File: config.mk
export PLATFORM = sky130hd
export DESIGN_NAME = stage_ctrl
export DESIGN_NICKNAME = d
export VERILOG_FILES = /design/src/rtl/stage_ctrl_pkg.sv /design/src/rtl/stage_ctrl_hit_counter.sv /design/src/rtl/stage_ctrl.sv
export SDC_FILE = /design/constraint.sdc
export NUM_CORES = 1
export LEC_CHECK = 0
export ABC_AREA = 1
export CAP_MARGIN = 20
export CORE_ASPECT_RATIO = 0.6
export CORE_MARGIN = 1
export CORE_UTILIZATION = 31
export CTS_BUF_LIST = sky130_fd_sc_hd__clkbuf_4 sky130_fd_sc_hd__clkbuf_8
export DETAILED_ROUTE_END_ITERATION = 8
export GPL_TIMING_DRIVEN = 0
export PLACE_DENSITY = 0.49
export SYNTH_ARGS = -nofsm -noshare
export SYNTH_HDL_FRONTEND = slang
export SYNTH_HIERARCHICAL = 1
export SYNTH_SLANG_ARGS = --single-unit
File: constraint.sdc
create_clock -name clk -period 3.3 [get_ports clk]
set_input_delay 0.33 -clock clk [delete_from_list [all_inputs] [get_ports clk]]
set_output_delay 0.33 -clock clk [all_outputs]
set_load 0.05 [all_outputs]
File: src/rtl/stage_ctrl_pkg.sv
// rtl/stage_ctrl_pkg.sv - shared state type, default parameters and widths for stage_ctrl
package stage_ctrl_pkg;

  typedef enum logic [2:0] {
    ST_IDLE = 3'd0,
    ST_RUN  = 3'd1,
    ST_BOSS = 3'd2,
    ST_WIN  = 3'd3,
    ST_LOSE = 3'd4
  } state_t;

  localparam int DEF_HITS_PER_STAGE = 8;
  localparam int DEF_BOSS_STAGE     = 3;
  localparam int DEF_BOSS_HITS      = 16;
  localparam int DEF_MAX_MISS       = 3;

  // Stage number width (boss output)
  localparam int STAGE_W = 5;
  // Internal event counter width; wide enough for any 8-bit threshold
  localparam int CNT_W   = 8;

  // Score increment that sticks at 255 instead of wrapping
  function automatic logic [7:0] sat_inc8(input logic [7:0] v);
    return (v == 8'hFF) ? v : v + 8'd1;
  endfunction

endpackage

File: src/rtl/stage_ctrl_hit_counter.sv
// rtl/stage_ctrl_hit_counter.sv - clearable saturating event counter with terminal-count flag
module hit_counter
  import stage_ctrl_pkg::*;
#(
  parameter int W    = CNT_W,
  parameter int TERM = 8
) (
  input  logic clk,
  input  logic rst,
  input  logic clr,
  input  logic inc,
  output logic last
);

  logic [W-1:0] count;

  // Clear wins over increment; increments stop at all-ones
  always_ff @(posedge clk or posedge rst) begin
    if (rst) begin
      count <= '0;
    end else if (clr) begin
      count <= '0;
    end else if (inc && (count != '1)) begin
      count <= count + 1'b1;
    end
  end

  // High when the next counted event reaches TERM, so the owner can act in that same cycle
  assign last = (count == W'(TERM - 1));

endmodule

File: src/rtl/stage_ctrl.sv
// rtl/stage_ctrl.sv - game stage controller: normal stages, boss stage, win/lose tracking
module stage_ctrl
  import stage_ctrl_pkg::*;
#(
  parameter int HITS_PER_STAGE = DEF_HITS_PER_STAGE,
  parameter int BOSS_STAGE     = DEF_BOSS_STAGE,
  parameter int BOSS_HITS      = DEF_BOSS_HITS,
  parameter int MAX_MISS       = DEF_MAX_MISS
) (
  input  logic               clk,
  input  logic               rst,
  input  logic               go,
  input  logic               hit,
  input  logic               miss,
  input  logic               pause,
  output logic [STAGE_W-1:0] boss,
  output logic               start,
  output logic [7:0]         score,
  output logic               win,
  output logic               lose
);

  state_t             state;
  logic [1:0]         arm;
  logic               in_run;
  logic               in_boss;
  logic               playing;
  logic               start_game;
  logic               eff_miss;
  logic               armed;
  logic               stage_last;
  logic               boss_last;
  logic               miss_last;
  logic               stage_wrap;
  logic               enter_boss;
  logic [STAGE_W-1:0] boss_nx;

  assign in_run     = (state == ST_RUN);
  assign in_boss    = (state == ST_BOSS);
  assign playing    = in_run | in_boss;
  assign start_game = go & ~playing;
  // A miss arriving together with a hit is dropped
  assign eff_miss   = miss & ~hit;
  // Pause only counts once two BOSS cycles have elapsed (timer start-up latency)
  assign armed      = (arm == 2'd2);
  assign stage_wrap = in_run & hit & stage_last;
  assign boss_nx    = (boss == '1) ? boss : boss + 1'b1;
  assign enter_boss = stage_wrap & (boss_nx == STAGE_W'(BOSS_STAGE));

  hit_counter #(.W(CNT_W), .TERM(HITS_PER_STAGE)) u_stage_cnt (
    .clk  (clk),
    .rst  (rst),
    .clr  (start_game | stage_wrap),
    .inc  (in_run & hit),
    .last (stage_last)
  );

  hit_counter #(.W(CNT_W), .TERM(BOSS_HITS)) u_boss_cnt (
    .clk  (clk),
    .rst  (rst),
    .clr  (start_game | enter_boss),
    .inc  (in_boss & hit),
    .last (boss_last)
  );

  hit_counter #(.W(CNT_W), .TERM(MAX_MISS)) u_miss_cnt (
    .clk  (clk),
    .rst  (rst),
    .clr  (start_game),
    .inc  (playing & eff_miss),
    .last (miss_last)
  );

  // Game FSM with all outputs registered alongside the state
  always_ff @(posedge clk or posedge rst) begin
    if (rst) begin
      state <= ST_IDLE;
      arm   <= 2'd0;
      boss  <= '0;
      start <= 1'b0;
      score <= 8'd0;
      win   <= 1'b0;
      lose  <= 1'b0;
    end else begin
      case (state)
        ST_IDLE, ST_WIN, ST_LOSE: begin
          if (go) begin
            state <= ST_RUN;
            arm   <= 2'd0;
            boss  <= STAGE_W'(1);
            start <= 1'b1;
            score <= 8'd0;
            win   <= 1'b0;
            lose  <= 1'b0;
          end
        end
        ST_RUN: begin
          if (hit) begin
            score <= sat_inc8(score);
          end
          if (stage_wrap) begin
            boss <= boss_nx;
            if (enter_boss) begin
              state <= ST_BOSS;
              arm   <= 2'd0;
            end
          end else if (eff_miss && miss_last) begin
            state <= ST_LOSE;
            start <= 1'b0;
            lose  <= 1'b1;
          end
        end
        ST_BOSS: begin
          if (!armed) begin
            arm <= arm + 2'd1;
          end
          if (hit) begin
            score <= sat_inc8(score);
          end
          if (hit && boss_last) begin
            state <= ST_WIN;
            start <= 1'b0;
            win   <= 1'b1;
          end else if ((eff_miss && miss_last) || (pause && armed)) begin
            state <= ST_LOSE;
            start <= 1'b0;
            lose  <= 1'b1;
          end
        end
        default: begin
          state <= ST_IDLE;
          boss  <= '0;
          start <= 1'b0;
          win   <= 1'b0;
          lose  <= 1'b0;
        end
      endcase
    end
  end

endmodule

==> impl_results.md, run 1 <==
- RSZ-0062 raised after global routing: no
- Rel. slew slack: between 40% and 50%
- Syn_nets: between 400 and 500
- Clock buffer count from CTS: 5
- Clock skew: 0.00576 ns
- Synthesized area per cell: 7.22 µm²
- Startpoint Class: flop
- Final Cell Area: 3280 µm²
- # resized after CTS: 0
- Die width: 125 µm
- # hold bufs at CTS: 0
- Endpoints failing setup: 0
- Drt via density: 4.77
- IO Port Bufs: 21
- Filler cells: 867
- Die ar.: 9550 µm²
- Clock Root Buffer: clkbuf_8
- F_max: 380 MHz
- Post-synth top area cell: dfrtp_1
- Area after DPL: 3190 µm²
- Starting DRT DRC Count: 203
- Aggregate global-route resource usage: 15.0%
- Antenna diode count: 0
- Number of global-route vias before repair: 2349
- Synth area leaders: dfrtp_1 40%, nand2_1 14%, nand3_1 7.6%
- Sink Count: 45
- H-Tree Depth: 2
- Clock Path Buffers: 2
- Req. time, crit path: between 3 and 4 ns
- Hold crit path type: in -> async
- Top cell type's share of synthesized area: 39.7%
- Post-Place Setup Slack: 0.684 ns
- WHS: 0.390 ns
- #FFs+latches synth: 45
- Cell variety after synth: 27
- Final period util: 79.7%
- Drt pass-1 iters: 4
- Initial antenna violation count: 0
- Total power divided by cell area: 601 nW/µm²
- CP dominant cell by count: nand2_1
- Vias: 2543
- CTS tree: built
- Crit end category: flop
- Clk Latency, worst-skew pair: 0.30 ns
- WL final: 6.55 mm
- Area delta synth->final: 15.5%
- Max-cap violations: 0
- Crit-path cells: ha_1 -> nand2_1 -> inv_1 -> nand3_1 -> nor4_1 -> nand4_2 -> nor3_1 -> nand2_1 -> nand2_1 -> inv_1 -> nand2_4 -> clkinv_4 -> nand2_1 -> nand2_1
- Peak supply drop: slightly above 0.0002 V
- Seq/Total Area, Yosys: 39.7%
- Setup TNS: 0 ns
- ANT nets after route: 0
- Worst-path clk slew: 0.08 ns
- Worst-Margin Slew: 0.827 ns
- Fin crit period: 2.63 ns
- GPL Wtd Cong: 0.801
- Non-Filler Instances: between 500 and 600
- Final Max Tran Viols: 0
- Util after Layout: between 30% and 40%
- DRC violations left: 0
- Synthesized area: 2840 µm²
- CP Data Arrival Time: 2.83 ns
- Synth warn: 6
- Critical path class: reg -> reg
- Synthesized instance count: 393
- # Post-CTS Setup Buffers: 0
- Crit path max-delay cell type: dfrtp_1
- CP max FO: 6
- Fin nets: 434
- Starting Density: 32.7%
- Setup ws final: 0.670 ns
- Core Region: ~8700 µm²
- DR WL/cell: 12.3 µm
- Largest net degree at the start of global routing: 22
- CP max stage delay: 0.40 ns
- First-pass GRT wire length: 11.5 mm
- Final Hold Fails: 0
- Hpwl dp: 5.03 mm
- Placed cells: ~530
- Cell Rows: 26
- Leakage: 1.59 nW
- Outcome: finished clean
- Ratio of cells with drive above 1 in the final layout: 9.26%
- Tot Pwr: 1.97 mW
- I/O pin total: 22
- GR Overflow Total: 0
- Die height: approximately 76 µm
[path summary, 6_finish.rpt]
check	end	slack [ns]	cells past startpoint	from
worst max-delay path	u_boss_cnt/count[3]	0.67	14	u_stage_cnt/count[1]
worst min-delay path	u_boss_cnt/count[1]	0.39	2	rst
worst max register to register	u_boss_cnt/count[3]	0.67	14	u_stage_cnt/count[1]
worst min register to register	lose	0.50	2	lose
max in group asynchronous	lose	2.18	2	rst
min in group clk	lose	0.50	2	lose
[report_power, final]
group / internal [mW] / switching (mW)
registers: 0.632 / 0.0926
clock network: 0.175 / 0.186
logic: 0.259 / 0.624
total: 1.07 / 0.903
[logic make-up (layout without fill, tap and decap cells)]
family	after synthesis	count (layout)	share of synthesized area [%]
AOI/OAI and AO/OA	55	55	10.2
xor gates and xnor gates	8	8	2.47
adders and majority gates	7	7	3.09
buffers and inverters	57	85	8.12
DFF	45	45	39.7
and+or+nand+nor	221	221	36.4
[registers in the layout (all words and copies together), names as in the netlist]
register           flops
lose                   1
u_boss_cnt/count       8
state                  3
u_miss_cnt/count       8
score                  8
start                  1
arm                    2
boss                   5
u_stage_cnt/count      8
win                    1
[synth_stat cells, drive strengths merged]
cell type    n
nor2        42
o21ai       35
nand2      120
nand4        9
nand3       44
a21oi       17
clkinv       3
nor3         4
xnor2        2
xor2         6
nor4         2
ha           7
inv         54
dfrtp       45
o22ai        3
[layer usage]
| metal | track usage (%) | vias up | part of all wire [%] |
|---|---|---|---|
| li1 | - | 1331 | - |
| met4 | 3.66 | 0 | 0.81 |
| met1 | 23.2 | 1164 | 56 |
| met2 | 20.2 | 41 | 39 |
| met5 | 0 | - | 0 |
| met3 | 3.79 | 7 | 3.8 |
[cell usage in the layout (no fill, tap or decap), types with 3 or more instances in the layout]
cell,n
nand2_1,105
inv_1,50
dfrtp_1,45
nand3_1,43
nor2_1,36
o21ai_0,26
clkdlybuf4s50_1,21
a21oi_1,16
nand2_2,10
o21ai_1,9
nand4_1,8
ha_1,7
xor2_1,6
clkbuf_8,6
nand2_4,5
nor2_2,3
nor2_4,3
nor3_1,3
o22ai_1,3
[worst max-delay path, delay by kind of cell, from the launching register on]
| kind | cells | cell delay (ns) |
|---|---|---|
| and+or+nand+nor | 10 | 1.53 |
| adders and majority gates | 1 | 0.20 |
| DFF | 1 | 0.40 |
| buffers and inverters | 3 | 0.37 |
[area by class of cell]
cell class              instances  area [µm²]  area share (%)
repair buffers                 21         210            6.41
inverters                      57         230            7.03
flip-flops and latches         45        1130            34.4
multi-input cells             291        1480            45.2
clock buffers                   7        90.1            2.75
well taps                     112         140            4.28
No activity file was read; power rests on OpenSTA's default activity.
==> run 2: changes to the inputs <==
==> constraint.sdc (replaced) <==
create_clock -name clk -period 2.7 [get_ports clk]
set_input_delay 0.27 -clock clk [delete_from_list [all_inputs] [get_ports clk]]
set_output_delay 0.27 -clock clk [all_outputs]
set_load 0.05 [all_outputs]
==> run 2 against run 1 <==
Net effect:
- critical path type unchanged
- die area unchanged
- sequential power rose by 23%
- flip-flop and latch count did not move
- hold slack worse by 0.059 ns
==> impl_results.md, run 2 (synthesized netlist as in run 1, its figures left out) <==
- Req. time, crit path: 2.90 ns (-0.60 ns)
- Most frequent cells in the layout: 104 x nand2_1, 50 x inv_1, 45 x dfrtp_1, 43 x nand3_1, 36 x nor2_1
- I/O pin total: 22 (unchanged)
- Die width: 125 µm (unchanged)
- H-Tree Depth: 2 (unchanged)
- Peak supply drop: 0.000253 V (+22%)
- CP max stage delay: 0.40 ns (about the same)
- Clock Root Buffer: clkbuf_8
- Final Max Tran Viols: 0 (unchanged)
- Leakage: 1.59 nW (about the same)
- IO Port Bufs: 21 (unchanged)
- Number of global-route vias before repair: 2349 (unchanged)
- Initial antenna violation count: 0 (unchanged)
- Worst Setup SP: u_stage_cnt/count[1]
- First-pass GRT wire length: 11.5 mm (unchanged)
- Startpoint Class: flop
- Clock power frac: 18.3% (about the same)
- CP dominant cell by count: nand2_1
- Fin crit period: 2.41 ns (-0.220 ns)
- Worst-path clk slew: 0.08 ns (about the same)
- Comb pwr share: 44.9% (about the same)
- Tot Pwr: 2.41 mW (+22%)
- Final Hold Fails: 0 (unchanged)
- Switching share of power: 45.9% (about the same)
- Hpwl dp: 5.03 mm (unchanged)
- Area delta synth->final: 15.8%
- Drt via density: 4.78 (+0.28%)
- Ratio of cells with drive above 1 in the final layout: 9.74% (+0.48 points)
- Antenna diode count: 0 (unchanged)
- Drt pass-1 iters: 4 (unchanged)
- Cell Rows: 26 (unchanged)
- Starting Density: 32.7% (unchanged)
- DRC violations left: 0 (unchanged)
- Starting DRT DRC Count: 203 (unchanged)
- ANT nets after route: 0 (unchanged)
- Core Region: 8690 µm² (unchanged)
- Seq. cell area: 1130 µm² (unchanged)
- CP Data Arrival Time: 2.61 ns (-0.22 ns)
- # hold bufs at CTS: 0 (unchanged)
- Clock Path Buffers: 2 (unchanged)
- Sink Count: 45 (unchanged)
- GPL Wtd Cong: 0.801 (unchanged)
- GR Overflow Total: 0 (unchanged)
- Crit-path cells: ha_1 -> nand2_1 -> inv_1 -> nand3_1 -> nor4_2 -> nand4_2 -> nor3_1 -> nand2_1 -> nand2_2 -> inv_1 -> nand2_4 -> clkinv_4 -> nand2_1 -> nand2_1
- Clock buffer count from CTS: 5 (unchanged)
- Vias: 2550 (+0.28%)
- Crit end category: flop
- Total power divided by cell area: 733 nW/µm² (+22%)
- Endpoints failing setup: 0 (unchanged)
- # resized after CTS: 0 (unchanged)
- Most common cell after layout, fill and taps aside: nand2_1
- Hold crit path type: in -> async
- Critical path class: reg -> reg
- FF-to-FF Start: u_stage_cnt/count[1]
- Filler cells: 865 (-0.23%)
- DR WL/cell: 12.3 µm (+0.21%)
- # Post-CTS Setup Buffers: 0 (unchanged)
- Clock skew: 0.00519 ns (-0.000570 ns)
- Die height: 76.1 µm (unchanged)
- CP max FO: 6 (unchanged)
- WL final: 6.57 mm (+0.21%)
- Seq pwr share: 36.8% (about the same)
- Final period util: 89.3% (+9.6 points)
- Max layer used: met4
- WL met1: 3.68 mm (-0.38%)
- Metal2 WL: 2.56 mm (+0.12%)
- Sw power: 1.11 mW (+23%)
- Setup TNS: 0 ns (unchanged)
- Largest net degree at the start of global routing: 22 (unchanged)
- Outcome: finished clean
- RSZ-0062 raised after global routing: no
- Die ar.: 9550 µm² (unchanged)
- CTS tree: built
- Power Internal: 1.30 mW (+22%)
- Rel. slew slack: 44.7% (-0.11 points)
- Clk Latency, worst-skew pair: 0.30 ns (about the same)
- Max-cap violations: 0 (unchanged)
- Fin nets: 434 (unchanged)
- Aggregate global-route resource usage: 15.0% (unchanged)
- Worst-Margin Slew: 0.829 ns (+0.00162 ns)
- F_max: 415 MHz (+9.1%)
- Routed wl met3: 281 µm (+12%)
- Crit path max-delay cell type: dfrtp_1
- Multi-input logic area: 1490 µm² (+0.59%)
## run 2: cell counts in the layout (fill, tap and decap cells not counted)
No cell type changed its count.
## run 2: stage by stage
step	util, %	worst slack (ns)	cells	hold WS [ns]	area (µm²)
after global routing	37.8	0.0788	533	0.374	3290
final	37.8	0.290	533	0.331	3290
after detailed placement	36.7	0.0836	526	0.477	3190
after global placement	36.7	0.106	526	0.470	3190
after floorplan	-	0.654	393	0.0857	2840
after CTS	37.7	0.0695	533	0.357	3280
## run 2: worst paths after layout
path	endpoint	slack (ns)	cells past startpoint
min reg2reg	lose	0.50	2
max	u_boss_cnt/count[3]	0.29	14
max in group asynchronous	lose	1.64	2
min	u_boss_cnt/count[1]	0.33	2
max reg2reg	u_boss_cnt/count[3]	0.29	14
min in group clk	lose	0.50	2
## run 2: power groups by stage
stage          logic, mW  registers [mW]  clock network, mW
2_1_floorplan      0.655            1.03                  0
3_3_place_gp        1.09           0.900                  0
3_5_place_dp        1.08           0.898                  0
4_1_cts             1.08           0.886              0.465
5_1_grt             1.23           0.904              0.493
6_report            1.08           0.887              0.441
## run 2: critical path: cells and delay by family (launching register included)
kind          cells  cell delay, ns
fa+ha+maj         1            0.20
simple gates     10            1.33
buf+inv           3            0.35
flops             1            0.40
## run 2: layout make-up
cell class / count / share of cell area, %
inverter: 57 / 7.01
sequential: 45 / 34.3
tap: 112 / 4.27
multi-input combinational: 291 / 45.3
timing repair buffer: 21 / 6.40
clock buffer: 7 / 2.74
## run 2: metal layers
layer / track usage, % / vias to the layer above
li1: - / 1328
met1: 23.2 / 1177
met2: 20.2 / 40
met3: 3.79 / 5
met4: 3.66 / 0
met5: 0 / -
